--- src/rtl/cd_spi_slave_if.sv ---
// ---------------------------------------------------------------------------
// cd_spi_slave_if
//   CDBUS CSR bus as seen between the SPI bridge and the CSR register file.
//
//   Signals
//     csr_address    5  register address, held stable between strobes
//     csr_read       1  one-clk read commit strobe
//     csr_readdata   8  read data, combinational from csr_address
//     csr_write      1  one-clk write strobe
//     csr_writedata  8  write data, valid while csr_write is high
//
//   Modports
//     master  the bridge (drives address and strobes)
//     slave   the register file (drives read data)
// ---------------------------------------------------------------------------
interface cd_spi_slave_if;
    logic [4:0] csr_address;
    logic       csr_read;
    logic [7:0] csr_readdata;
    logic       csr_write;
    logic [7:0] csr_writedata;

    modport master (
        output csr_address,
        output csr_read,
        output csr_write,
        output csr_writedata,
        input  csr_readdata
    );

    modport slave (
        input  csr_address,
        input  csr_read,
        input  csr_write,
        input  csr_writedata,
        output csr_readdata
    );
endinterface

--- src/rtl/cd_spi_slave.sv ---
// ---------------------------------------------------------------------------
// cd_spi_slave
//   SPI slave (mode 0, MSB first) bridging an external host MCU onto the
//   8-bit CDBUS CSR bus. One header byte followed by any number of data
//   bytes is exchanged per spi_ss_n low period. All SPI pins are
//   oversampled in clk, so SCLK must stay at or below clk/8.
//
//   Header byte: b7 = write, b6 = address increment, b5 ignored,
//                b4:0 = start CSR address.
//
//   Reads use peek-then-commit: the outgoing byte is loaded from
//   csr_readdata without a strobe, and csr_read is only pulsed when the
//   host clocks the first bit of that byte. A side-effect register
//   (e.g. an RX window) therefore only advances for bytes the host
//   actually takes.
//
//   Build option
//     CD_SPI_ADDR_INC_EN  defined: header inc=1 makes the address step by
//                         one (5-bit wrap) after every read commit or
//                         write. Undefined: the address is fixed for the
//                         whole burst regardless of inc.
//
//   Parameters
//     SYNC_STAGES  synchronizer depth on sclk/ss_n/mosi (>= 2)
//
//   Ports
//     clk          system clock
//     reset_n      synchronous active-low reset
//     spi_sclk     SPI clock (asynchronous to clk)
//     spi_ss_n     SPI chip select, active-low
//     spi_mosi     host-to-slave data
//     spi_miso     slave-to-host data
//     spi_miso_oe  miso pad output enable
//     csr          CSR bus, master side
// ---------------------------------------------------------------------------
module cd_spi_slave #(
    parameter int SYNC_STAGES = 2
) (
    input  logic                  clk,
    input  logic                  reset_n,
    input  logic                  spi_sclk,
    input  logic                  spi_ss_n,
    input  logic                  spi_mosi,
    output logic                  spi_miso,
    output logic                  spi_miso_oe,
    cd_spi_slave_if.master        csr
);

    typedef enum logic [1:0] {
        IDLE = 2'd0,
        HDR  = 2'd1,
        DATA = 2'd2
    } state_t;

    state_t state;

    // Synchronizers; the oldest bit of each vector is the synced value.
    logic [SYNC_STAGES-1:0] sclk_sync;
    logic [SYNC_STAGES-1:0] ss_sync;
    logic [SYNC_STAGES-1:0] mosi_sync;
    logic                   sclk_prev;

    logic sclk_s;
    logic ss_s;
    logic mosi_s;
    logic sclk_rise;
    logic sclk_fall;

    // Set once ss_n has been seen high; a header is only recognized after
    // the host has deasserted select at least once since reset.
    logic       armed;
    logic [2:0] bit_cnt;
    logic [6:0] rx_sr;
    logic [7:0] rx_next;
    logic [7:0] tx_sr;
    logic       wr_mode;
    logic       load_pend;

    logic [4:0] addr_q;
    logic       read_q;
    logic       write_q;
    logic [7:0] wdata_q;
    logic       miso_q;
    logic       oe_q;

`ifdef CD_SPI_ADDR_INC_EN
    logic inc_mode;
    // Address steps one clk after the strobe so the register file sees a
    // stable address during the strobe itself.
    logic adv_pend;
`endif

    assign sclk_s    = sclk_sync[SYNC_STAGES-1];
    assign ss_s      = ss_sync[SYNC_STAGES-1];
    assign mosi_s    = mosi_sync[SYNC_STAGES-1];
    assign sclk_rise = sclk_s & ~sclk_prev;
    assign sclk_fall = ~sclk_s & sclk_prev;

    // Byte as it will look after the current rise has shifted mosi in.
    assign rx_next = {rx_sr, mosi_s};

    assign csr.csr_address   = addr_q;
    assign csr.csr_read      = read_q;
    assign csr.csr_write     = write_q;
    assign csr.csr_writedata = wdata_q;
    assign spi_miso          = miso_q;
    assign spi_miso_oe       = oe_q;

    // NOTE: all state here is updated with non-blocking assignments so every
    // register samples the pre-edge values; blocking assignments would let
    // later statements see half-updated state and break the shift chains.
    always_ff @(posedge clk) begin
        if (!reset_n) begin
            state     <= IDLE;
            sclk_sync <= '0;
            ss_sync   <= '0;
            mosi_sync <= '0;
            sclk_prev <= 1'b0;
            armed     <= 1'b0;
            bit_cnt   <= 3'd0;
            rx_sr     <= 7'd0;
            tx_sr     <= 8'd0;
            wr_mode   <= 1'b0;
            load_pend <= 1'b0;
            addr_q    <= 5'd0;
            read_q    <= 1'b0;
            write_q   <= 1'b0;
            wdata_q   <= 8'd0;
            miso_q    <= 1'b0;
            oe_q      <= 1'b0;
`ifdef CD_SPI_ADDR_INC_EN
            inc_mode  <= 1'b0;
            adv_pend  <= 1'b0;
`endif
        end else begin
            sclk_sync <= {sclk_sync[SYNC_STAGES-2:0], spi_sclk};
            ss_sync   <= {ss_sync[SYNC_STAGES-2:0], spi_ss_n};
            mosi_sync <= {mosi_sync[SYNC_STAGES-2:0], spi_mosi};
            sclk_prev <= sclk_s;

            // NOTE: strobes default low every clk and are only raised by the
            // branches below, which keeps them exactly one clk wide.
            read_q  <= 1'b0;
            write_q <= 1'b0;

`ifdef CD_SPI_ADDR_INC_EN
            if (adv_pend) begin
                adv_pend <= 1'b0;
                if (inc_mode) begin
                    addr_q <= addr_q + 5'd1;
                end
            end
`endif

            if (ss_s) begin
                // Select released: drop any partial byte, no strobe.
                state     <= IDLE;
                armed     <= 1'b1;
                bit_cnt   <= 3'd0;
                load_pend <= 1'b0;
                miso_q    <= 1'b0;
                oe_q      <= 1'b0;
            end else begin
                unique case (state)
                    IDLE: begin
                        if (armed) begin
                            state   <= HDR;
                            bit_cnt <= 3'd0;
                            miso_q  <= 1'b0;
                            oe_q    <= 1'b1;
                        end
                    end

                    HDR: begin
                        if (sclk_rise) begin
                            rx_sr   <= rx_next[6:0];
                            bit_cnt <= bit_cnt + 3'd1;
                            if (bit_cnt == 3'd7) begin
                                wr_mode   <= rx_next[7];
                                addr_q    <= rx_next[4:0];
`ifdef CD_SPI_ADDR_INC_EN
                                inc_mode  <= rx_next[6];
`endif
                                // Peek one clk later, once csr_address
                                // carries the new header address.
                                load_pend <= 1'b1;
                                state     <= DATA;
                            end
                        end
                    end

                    DATA: begin
                        if (load_pend) begin
                            load_pend <= 1'b0;
                            if (!wr_mode) begin
                                tx_sr <= csr.csr_readdata;
                            end
                        end

                        if (sclk_rise) begin
                            rx_sr   <= rx_next[6:0];
                            bit_cnt <= bit_cnt + 3'd1;
                            if (wr_mode) begin
                                if (bit_cnt == 3'd7) begin
                                    wdata_q  <= rx_next;
                                    write_q  <= 1'b1;
`ifdef CD_SPI_ADDR_INC_EN
                                    adv_pend <= 1'b1;
`endif
                                end
                            end else begin
                                // First host rise of a byte commits the
                                // read of the byte already being shifted.
                                if (bit_cnt == 3'd0) begin
                                    read_q   <= 1'b1;
`ifdef CD_SPI_ADDR_INC_EN
                                    adv_pend <= 1'b1;
`endif
                                end
                                if (bit_cnt == 3'd7) begin
                                    load_pend <= 1'b1;
                                end
                            end
                        end

                        // SCLK <= clk/8 guarantees a fall never lands on the
                        // clk that performs a peek load.
                        if (sclk_fall && !wr_mode) begin
                            miso_q <= tx_sr[7];
                            tx_sr  <= {tx_sr[6:0], 1'b0};
                        end
                    end

                    default: begin
                        state <= IDLE;
                    end
                endcase
            end
        end
    end

endmodule
--- src/flat_wrapper.sv ---
// flat-port wrapper written by rule: the top's interface ports become plain ports
module cd_spi_slave_flat 
#(
    parameter int SYNC_STAGES = 2
)
  (clk, reset_n, spi_sclk, spi_ss_n, spi_mosi, spi_miso, spi_miso_oe, csr_csr_address, csr_csr_read, csr_csr_write, csr_csr_writedata, csr_csr_readdata);
  cd_spi_slave_if csr_i ();
  input  logic clk;
  input  logic reset_n;
  input  logic spi_sclk;
  input  logic spi_ss_n;
  input  logic spi_mosi;
  output logic spi_miso;
  output logic spi_miso_oe;
  output wire logic [$bits(csr_i.csr_address)-1:0] csr_csr_address;
  output wire logic [$bits(csr_i.csr_read)-1:0] csr_csr_read;
  output wire logic [$bits(csr_i.csr_write)-1:0] csr_csr_write;
  output wire logic [$bits(csr_i.csr_writedata)-1:0] csr_csr_writedata;
  input wire logic [$bits(csr_i.csr_readdata)-1:0] csr_csr_readdata;
  assign csr_csr_address = csr_i.csr_address;
  assign csr_csr_read = csr_i.csr_read;
  assign csr_csr_write = csr_i.csr_write;
  assign csr_csr_writedata = csr_i.csr_writedata;
  assign csr_i.csr_readdata = csr_csr_readdata;
  cd_spi_slave #(.SYNC_STAGES(SYNC_STAGES)) u_core (.clk(clk), .reset_n(reset_n), .spi_sclk(spi_sclk), .spi_ss_n(spi_ss_n), .spi_mosi(spi_mosi), .spi_miso(spi_miso), .spi_miso_oe(spi_miso_oe), .csr(csr_i));
endmodule
--- config.mk ---
export PLATFORM = sky130hd
export DESIGN_NAME = cd_spi_slave_flat
export DESIGN_NICKNAME = d
export VERILOG_FILES = /design/src/rtl/cd_spi_slave_if.sv /design/src/rtl/cd_spi_slave.sv /design/src/flat_wrapper.sv
export SDC_FILE = /design/constraint.sdc
export NUM_CORES = 1
export LEC_CHECK = 0
export CORE_ASPECT_RATIO = 0.75
export CORE_MARGIN = 4
export CORE_UTILIZATION = 50
export CTS_CLUSTER_DIAMETER = 80
export DETAILED_ROUTE_END_ITERATION = 8
export PLACE_DENSITY = 0.74
export SLEW_MARGIN = 20
export SYNTH_ARGS = -nofsm -noshare
export SYNTH_HDL_FRONTEND = slang
export SYNTH_SLANG_ARGS = --single-unit
--- constraint.sdc ---
create_clock -name clk -period 2.2 [get_ports clk]
set_input_delay 0.22 -clock clk [delete_from_list [all_inputs] [get_ports clk]]
set_output_delay 0.22 -clock clk [all_outputs]
set_load 0.01 [all_outputs]
==> flow_summary_export.csv, run 1 <==
group,metric,value,unit
power_and_ir_drop,power_density,660.6,mW/mm^2
route,routed_via_density,5.105,
critical_path,worstPathMaxFanout,8,
synthesis,synth.distinct_cells,36,
sta,fin_crit_sh,0.8690,
clock_network,cts_sinks,47,
die,die_w,81.41,um
critical_path,arrival,2.10,ns
global_routing,grt_pass1_wl,6196,um
synthesis,syn-num-nets,218,
power_and_ir_drop,power_frac_comb,0.114,
sta,max_freq,523.1,MHz
clock_network,cts.repair.resized,0,
die,die_area,0.005133,mm^2
global_routing,grt_max_degree,38,
clock_network,ctsHtreeMaxLevel,2,
layout,nets,247,
die,io_pins,30,
sta,final.setup.worst_slack,0.2882,ns
route,antenna_left,0,
hold_path,hold_start,"u_core.ss_sync[0]$_SDFF_PN0_",
critical_path,critPathLaunchType,"flop",
route,drtPass1Iterations,4,
power_and_ir_drop,power_leakage,0.9010,nW
critical_path,path_class,"reg -> reg",
synthesis,yosysSeqAreaShare,0.4656,
clock_network,holdBufCountCts,0,
die,die_height,63.06,um
critical_path,cp.required,2.39,ns
layout,syn2layout_area_growth,21.18,%
placement,port_buffers,29,
placement,pre_cts_slack,0.3203,ns
placement,place.gp.congestion,0.7778,
power_and_ir_drop,seq_power_share,0.547,
synthesis,async_reset_ff_frac,0,
route,drt_wl_total,3770,um
route,drtIter0Drc,56,
synthesis,ys_seq_elements,47,
clock_network,numCtsBuffers,5,
synthesis,ys.flop_type,"dfxtp_1",
critical_path,crit_start,"u_core.state[0]$_SDFFE_PP0P_",
synthesis,syn_area,0.002021,mm^2
run,drv_cap,0,
power_and_ir_drop,switching_share,0.2300,
synthesis,ys_warn_count,0,
sta,slew_violations,0,
critical_path,r2r_start,"u_core.state[0]$_SDFFE_PP0P_",
route,via_count,1414,
sta,fin_hold_ws,0.4351,ns
layout,layout-drive-gt1-share,0.06222,
critical_path,critPathMaxStageDelay,0.48,ns
power_and_ir_drop,p_int,1.246,mW
critical_path,path_cells,"inv_1 -> ha_1 -> and3b_1 -> and3_1 -> mux2i_1 -> nor2b_1",
layout,antennaDiodeCount,0,
placement,hpwl,2769,um
global_routing,track_usage,0.1576,
sta,tightest_slew,0.5129,ns
clock_network,root_buffer,"clkbuf_8",
power_and_ir_drop,vdd_drop_max,0.4919,mV
sta,slew_headroom,0.6581,
die,initial_utilization,0.5346,
clock_network,clk_path_buf_depth,2,
power_and_ir_drop,total_power,1.618,mW
run_status,outcome,"completed",
layout,fillers,293,
power_and_ir_drop,pwr-share-clk,0.339,
sta,finalSetupViolations,0,
global_routing,antenna_found_initial,0,
synthesis,synth-edff-count,0,
synthesis,avgSynthCellArea,10.36,um^2
sta,setup_tns,0,ns
route,wire_per_inst,13.61,um
global_routing,grt_pass1_vias,1366,
route,drc,0,
critical_path,crit_path_end_kind,"flop",
sta,fin_worst_skew,0.002770,ns
clock_network,cts_tree,"built",
power_and_ir_drop,netSwitchingPower,0.3720,mW
sta,grt_setup_unrepaired,"no",
clock_network,clock_latency,0.29,ns
hold_path,min_path_type,"reg -> reg",
synthesis,synth_cells,195,
die,coreArea,0.003780,mm^2
layout,final_area,0.002449,mm^2
sta,min_period,1.912,ns
global_routing,grt_overflow,0,
die,placementRows,19,
clock_network,post_cts_buffers,0,
clock_network,clkTransAtPathRegs,0.08,ns
sta,hold_violations,0,
critical_path,crit_slowest_cell,"and3_1",
placement,place_area,0.002349,mm^2
## stage by stage
stage,util,cells
finish,0.6478,277
global route,0.6478,277
CTS,0.6478,277
detailed placement,0.6213,269
global placement,0.6213,269
floorplan,-,195
## area by class of cell
type / count / area (um^2) / share of cell area
well taps: 52 / 65.06 / 0.02657
inverters: 6 / 22.52 / 0.009198
flip-flops and latches: 47 / 940.9 / 0.3843
repair buffers: 32 / 312.8 / 0.1277
clock buffers: 8 / 100.1 / 0.04088
multi-input cells: 132 / 1007 / 0.4113
## synth_stat cells, types with 2 or more instances
master    count  area [um^2]
dfxtp_1      47        940.9
mux2i_1      32        320.3
nor2b_1      22        137.6
a21oi_1      12        60.06
ha_1         10        125.1
and2_1        7        43.79
inv_1         6        22.52
nand2_1       6        22.52
nor2_1        6        22.52
clkbuf_1      5        18.77
o21ai_0       5        25.02
buf_2         4        20.02
nand2b_1      4        25.02
nand3_1       3        15.01
o21ai_1       3        15.01
nand3b_1      2        15.01
nand4_1       2        12.51
## layout by cell type, fill, tap and decap left out, types with 2 or more instances in the layout
cell,count
nor2_1,6
nand4_1,2
and2_1,7
nand3b_1,2
ha_1,10
inv_1,6
o21ai_0,5
nand2_1,6
nor2b_1,22
mux2i_1,32
buf_4,3
nand3_1,3
o21ai_1,3
a21oi_1,12
clkdlybuf4s50_1,29
clkbuf_8,7
nand2b_1,4
dfxtp_1,47
## per-layer routing
metal	global-route usage	vias to the layer above	wire length [um]
li1	-	720	-
met1	0.2000	652	1811
met2	0.2449	36	1691
met3	0.04843	6	219
met4	0.06751	0	48
met5	0	-	0
## worst paths after layout
path | depth (start not counted) | slack [ns] | to
setup / recovery | 6 | 0.29 | u_core.csr.csr_writedata[1]$_SDFFE_PN0P_
hold reg to reg | 1 | 0.44 | u_core.ss_sync[1]$_SDFF_PN0_
hold / removal | 1 | 0.44 | u_core.ss_sync[1]$_SDFF_PN0_
setup reg to reg | 6 | 0.29 | u_core.csr.csr_writedata[1]$_SDFFE_PN0P_
## registers in the layout, summed over array words and instances, names as in the netlist, 2 cells and up
name / count
u_core.csr.csr_writedata: 8
u_core.tx_sr: 8
u_core.rx_sr: 7
u_core.csr.csr_address: 5
u_core.bit_cnt: 3
u_core.mosi_sync: 2
u_core.sclk_sync: 2
u_core.ss_sync: 2
u_core.state: 2
## worst max-delay path: cells and delay by family, from the launching register on
| kind | cells | cell delay [ns] |
|---|---|---|
| mux | 1 | 0.26 |
| flops | 1 | 0.35 |
| buf+inv | 1 | 0.15 |
| fa+ha+maj | 1 | 0.31 |
| simple gates | 3 | 0.73 |
## power groups by stage
stage | Clock, mW | Combinational (mW) | Sequential [mW]
3_3_place_gp | 0 | 0.171 | 0.902
2_1_floorplan | 0 | 0.128 | 0.900
5_1_grt | 0.594 | 0.200 | 0.887
3_5_place_dp | 0 | 0.182 | 0.904
6_report | 0.549 | 0.185 | 0.884
4_1_cts | 0.568 | 0.184 | 0.884
## logic make-up (layout without fill, tap and decap cells)
logic type	count (synthesis)	count (layout)	share of synthesized area
compound gates	27	27	0.08546
fa+ha+maj	10	10	0.06192
simple gates	63	63	0.1926
buf+inv	16	46	0.03591
flops	47	47	0.4656
mux	32	32	0.1585
(Power assumes the default switching activity.)
==> run 2: changes to the inputs <==
Clock period 2.2 ns to 2.1 ns, I/O delays scaled along.
==> run 2 against run 1 <==
  * Hold slack improved by 0.0072 ns
  * Setup slack got worse by 0.090 ns
  * Critical path type unchanged
  * Non-clock buffer count unchanged
  * Clock-buffer cell count decreased by 1
  * Critical path depth unchanged
  * Largest power group unchanged
  * Highest routed layer unchanged
==> flow_summary_export.csv, run 2 (same netlist as run 1, synthesis figures left out) <==
group,metric,value,unit
power_and_ir_drop,power_leakage,0.8917,nW
route,via_count,1418,
placement,port_buffers,29,
layout,multi_input_area,0.001007,mm^2
clock_network,clock_latency,0.30,ns
layout,regArea,940.9,um^2
global_routing,grt_pass1_wl,6279,um
route,drtPass1Iterations,4,
run_status,outcome,"completed",
clock_network,cts.repair.resized,0,
clock_network,post_cts_buffers,0,
global_routing,antenna_found_initial,0,
route,drtIter0Drc,86,
critical_path,path_depth,6,
sta,slew_violations,0,
die,placementRows,19,
critical_path,arrival,2.09,ns
critical_path,crit_slowest_cell,"and3_1",
sta,finalSetupViolations,0,
placement,pre_cts_slack,0.2405,ns
power_and_ir_drop,power_density,671.9,mW/mm^2
die,coreArea,0.003780,mm^2
sta,final.setup.worst_slack,0.1982,ns
sta,max_freq,525.8,MHz
clock_network,cts_sinks,47,
sta,grt_setup_unrepaired,"no",
global_routing,grt_pass1_vias,1346,
layout,fin_util,0.6428,
layout,antennaDiodeCount,0,
die,die_w,81.41,um
critical_path,cp_top_family,"simple AND/OR/NAND/NOR gates",
critical_path,path_cells,"inv_1 -> ha_1 -> and3b_1 -> and3_1 -> mux2i_1 -> nor2b_1",
layout,syn2layout_area_growth,20.25,%
sta,tightest_slew,0.5097,ns
clock_network,ctsHtreeMaxLevel,2,
clock_network,numCtsBuffers,5,
hold_path,hold_start,"u_core.ss_sync[0]$_SDFF_PN0_",
critical_path,reg2reg_to,"u_core.csr.csr_writedata[4]$_SDFFE_PN0P_",
global_routing,track_usage,0.1566,
sta,setup_tns,0,ns
hold_path,min_to,"u_core.ss_sync[1]$_SDFF_PN0_",
power_and_ir_drop,total_power,1.633,mW
hold_path,hold_depth,1,
power_and_ir_drop,vdd_drop_max,0.4828,mV
critical_path,path_buf_inv,1,
layout,fillers,308,
critical_path,r2r_start,"u_core.state[0]$_SDFFE_PP0P_",
critical_path,critPathMaxStageDelay,0.48,ns
critical_path,cp.required,2.28,ns
route,antenna_left,0,
global_routing,grt_overflow,0,
clock_network,root_buffer,"clkbuf_8",
layout,nets,247,
global_routing,grt_max_degree,38,
die,initial_utilization,0.5346,
critical_path,path_class,"reg -> reg",
die,die_area,0.005133,mm^2
route,drt_wl_total,3770,um
clock_network,holdBufCountCts,0,
route,wire_per_inst,13.61,um
critical_path,worstPathMaxFanout,8,
die,io_pins,30,
sta,hold_violations,0,
clock_network,clk_path_buf_depth,2,
sta,fin_worst_skew,0.007203,ns
clock_network,clkTransAtPathRegs,0.08,ns
critical_path,reg2reg_depth,6,
critical_path,critPathLaunchType,"flop",
hold_path,min_path_type,"reg -> reg",
run,drv_cap,0,
layout,final_cell_mix,"47 x dfxtp_1, 32 x mux2i_1, 29 x clkdlybuf4s50_1",
clock_network,cts_tree,"built",
sta,slew_headroom,0.6602,
sta,fin_crit_sh,0.9056,
route,routed_via_density,5.119,
placement,hpwl,2756,um
layout,final_common_cell,"dfxtp_1",
sta,min_period,1.902,ns
critical_path,crit_path_end_kind,"flop",
critical_path,r2r_slack,0.20,ns
layout,layout-drive-gt1-share,0.05778,
placement,place.gp.congestion,0.7778,
die,die_height,63.06,um
route,drc,0,
run 2: cell count changes in the layout (fill, tap and decap cells not counted):
cell | previous run | this run
clkbuf_1 | 1 | 2
clkbuf_8 | 7 | 5
clkinv_2 | 0 | 1
run 2: per-stage QoR:
| stage | hold slack, ns | instances | instance area, um^2 |
|---|---|---|---|
| 2_1_floorplan | 0.3373 | 195 | 2021 |
| 3_3_place_gp | 0.4161 | 269 | 2349 |
| 3_5_place_dp | 0.4244 | 269 | 2349 |
| 4_1_cts | 0.4433 | 277 | 2430 |
| 5_1_grt | 0.4597 | 277 | 2430 |
| 6_report | 0.4423 | 277 | 2430 |
run 2: worst reg2reg max path: stages, from the launching register on:
cell and delay [ns]:
dfxtp_1 0.35, inv_1 0.14, ha_1 0.29, and3b_1 0.18, and3_1 0.48, mux2i_1 0.27, nor2b_1 0.07
run 2: layout make-up:
class                   instances  share of cell area
flip-flops and latches         47              0.3872
clock buffers                   7             0.03141
multi-input cells             132              0.4145
repair buffers                 32              0.1287
inverters                       6            0.009269
clock inverters                 1            0.002060
well taps                      52             0.02678
run 2: power by group:
part           switching, mW  leakage, nW  internal, mW  total (mW)
Sequential            0.0172        0.380         0.910       0.927
Clock                  0.284       0.0422         0.234       0.517
Combinational         0.0938        0.469        0.0942       0.188
Total                  0.395        0.892          1.24        1.63
run 2: layer usage:
layer	vias up	GRT usage	share of wire
li1	723	-	-
met1	650	0.2119	0.49
met2	37	0.2368	0.45
met3	8	0.04274	0.051
met4	0	0.05696	0.014
met5	-	0	0
run 2: how the worst max path moves through the flow:
stage,from,endpoint
global route,u_core.state[0]$_SDFFE_PP0P_,u_core.csr.csr_writedata[4]$_SDFFE_PN0P_
finish,u_core.state[0]$_SDFFE_PP0P_,u_core.csr.csr_writedata[4]$_SDFFE_PN0P_
global placement,u_core.state[0]$_SDFFE_PP0P_,u_core.csr.csr_writedata[4]$_SDFFE_PN0P_
CTS,u_core.state[0]$_SDFFE_PP0P_,u_core.csr.csr_writedata[4]$_SDFFE_PN0P_
floorplan,u_core.state[0]$_SDFFE_PP0P_,u_core.tx_sr[5]$_SDFFE_PN0P_
detailed placement,u_core.state[0]$_SDFFE_PP0P_,u_core.csr.csr_writedata[4]$_SDFFE_PN0P_
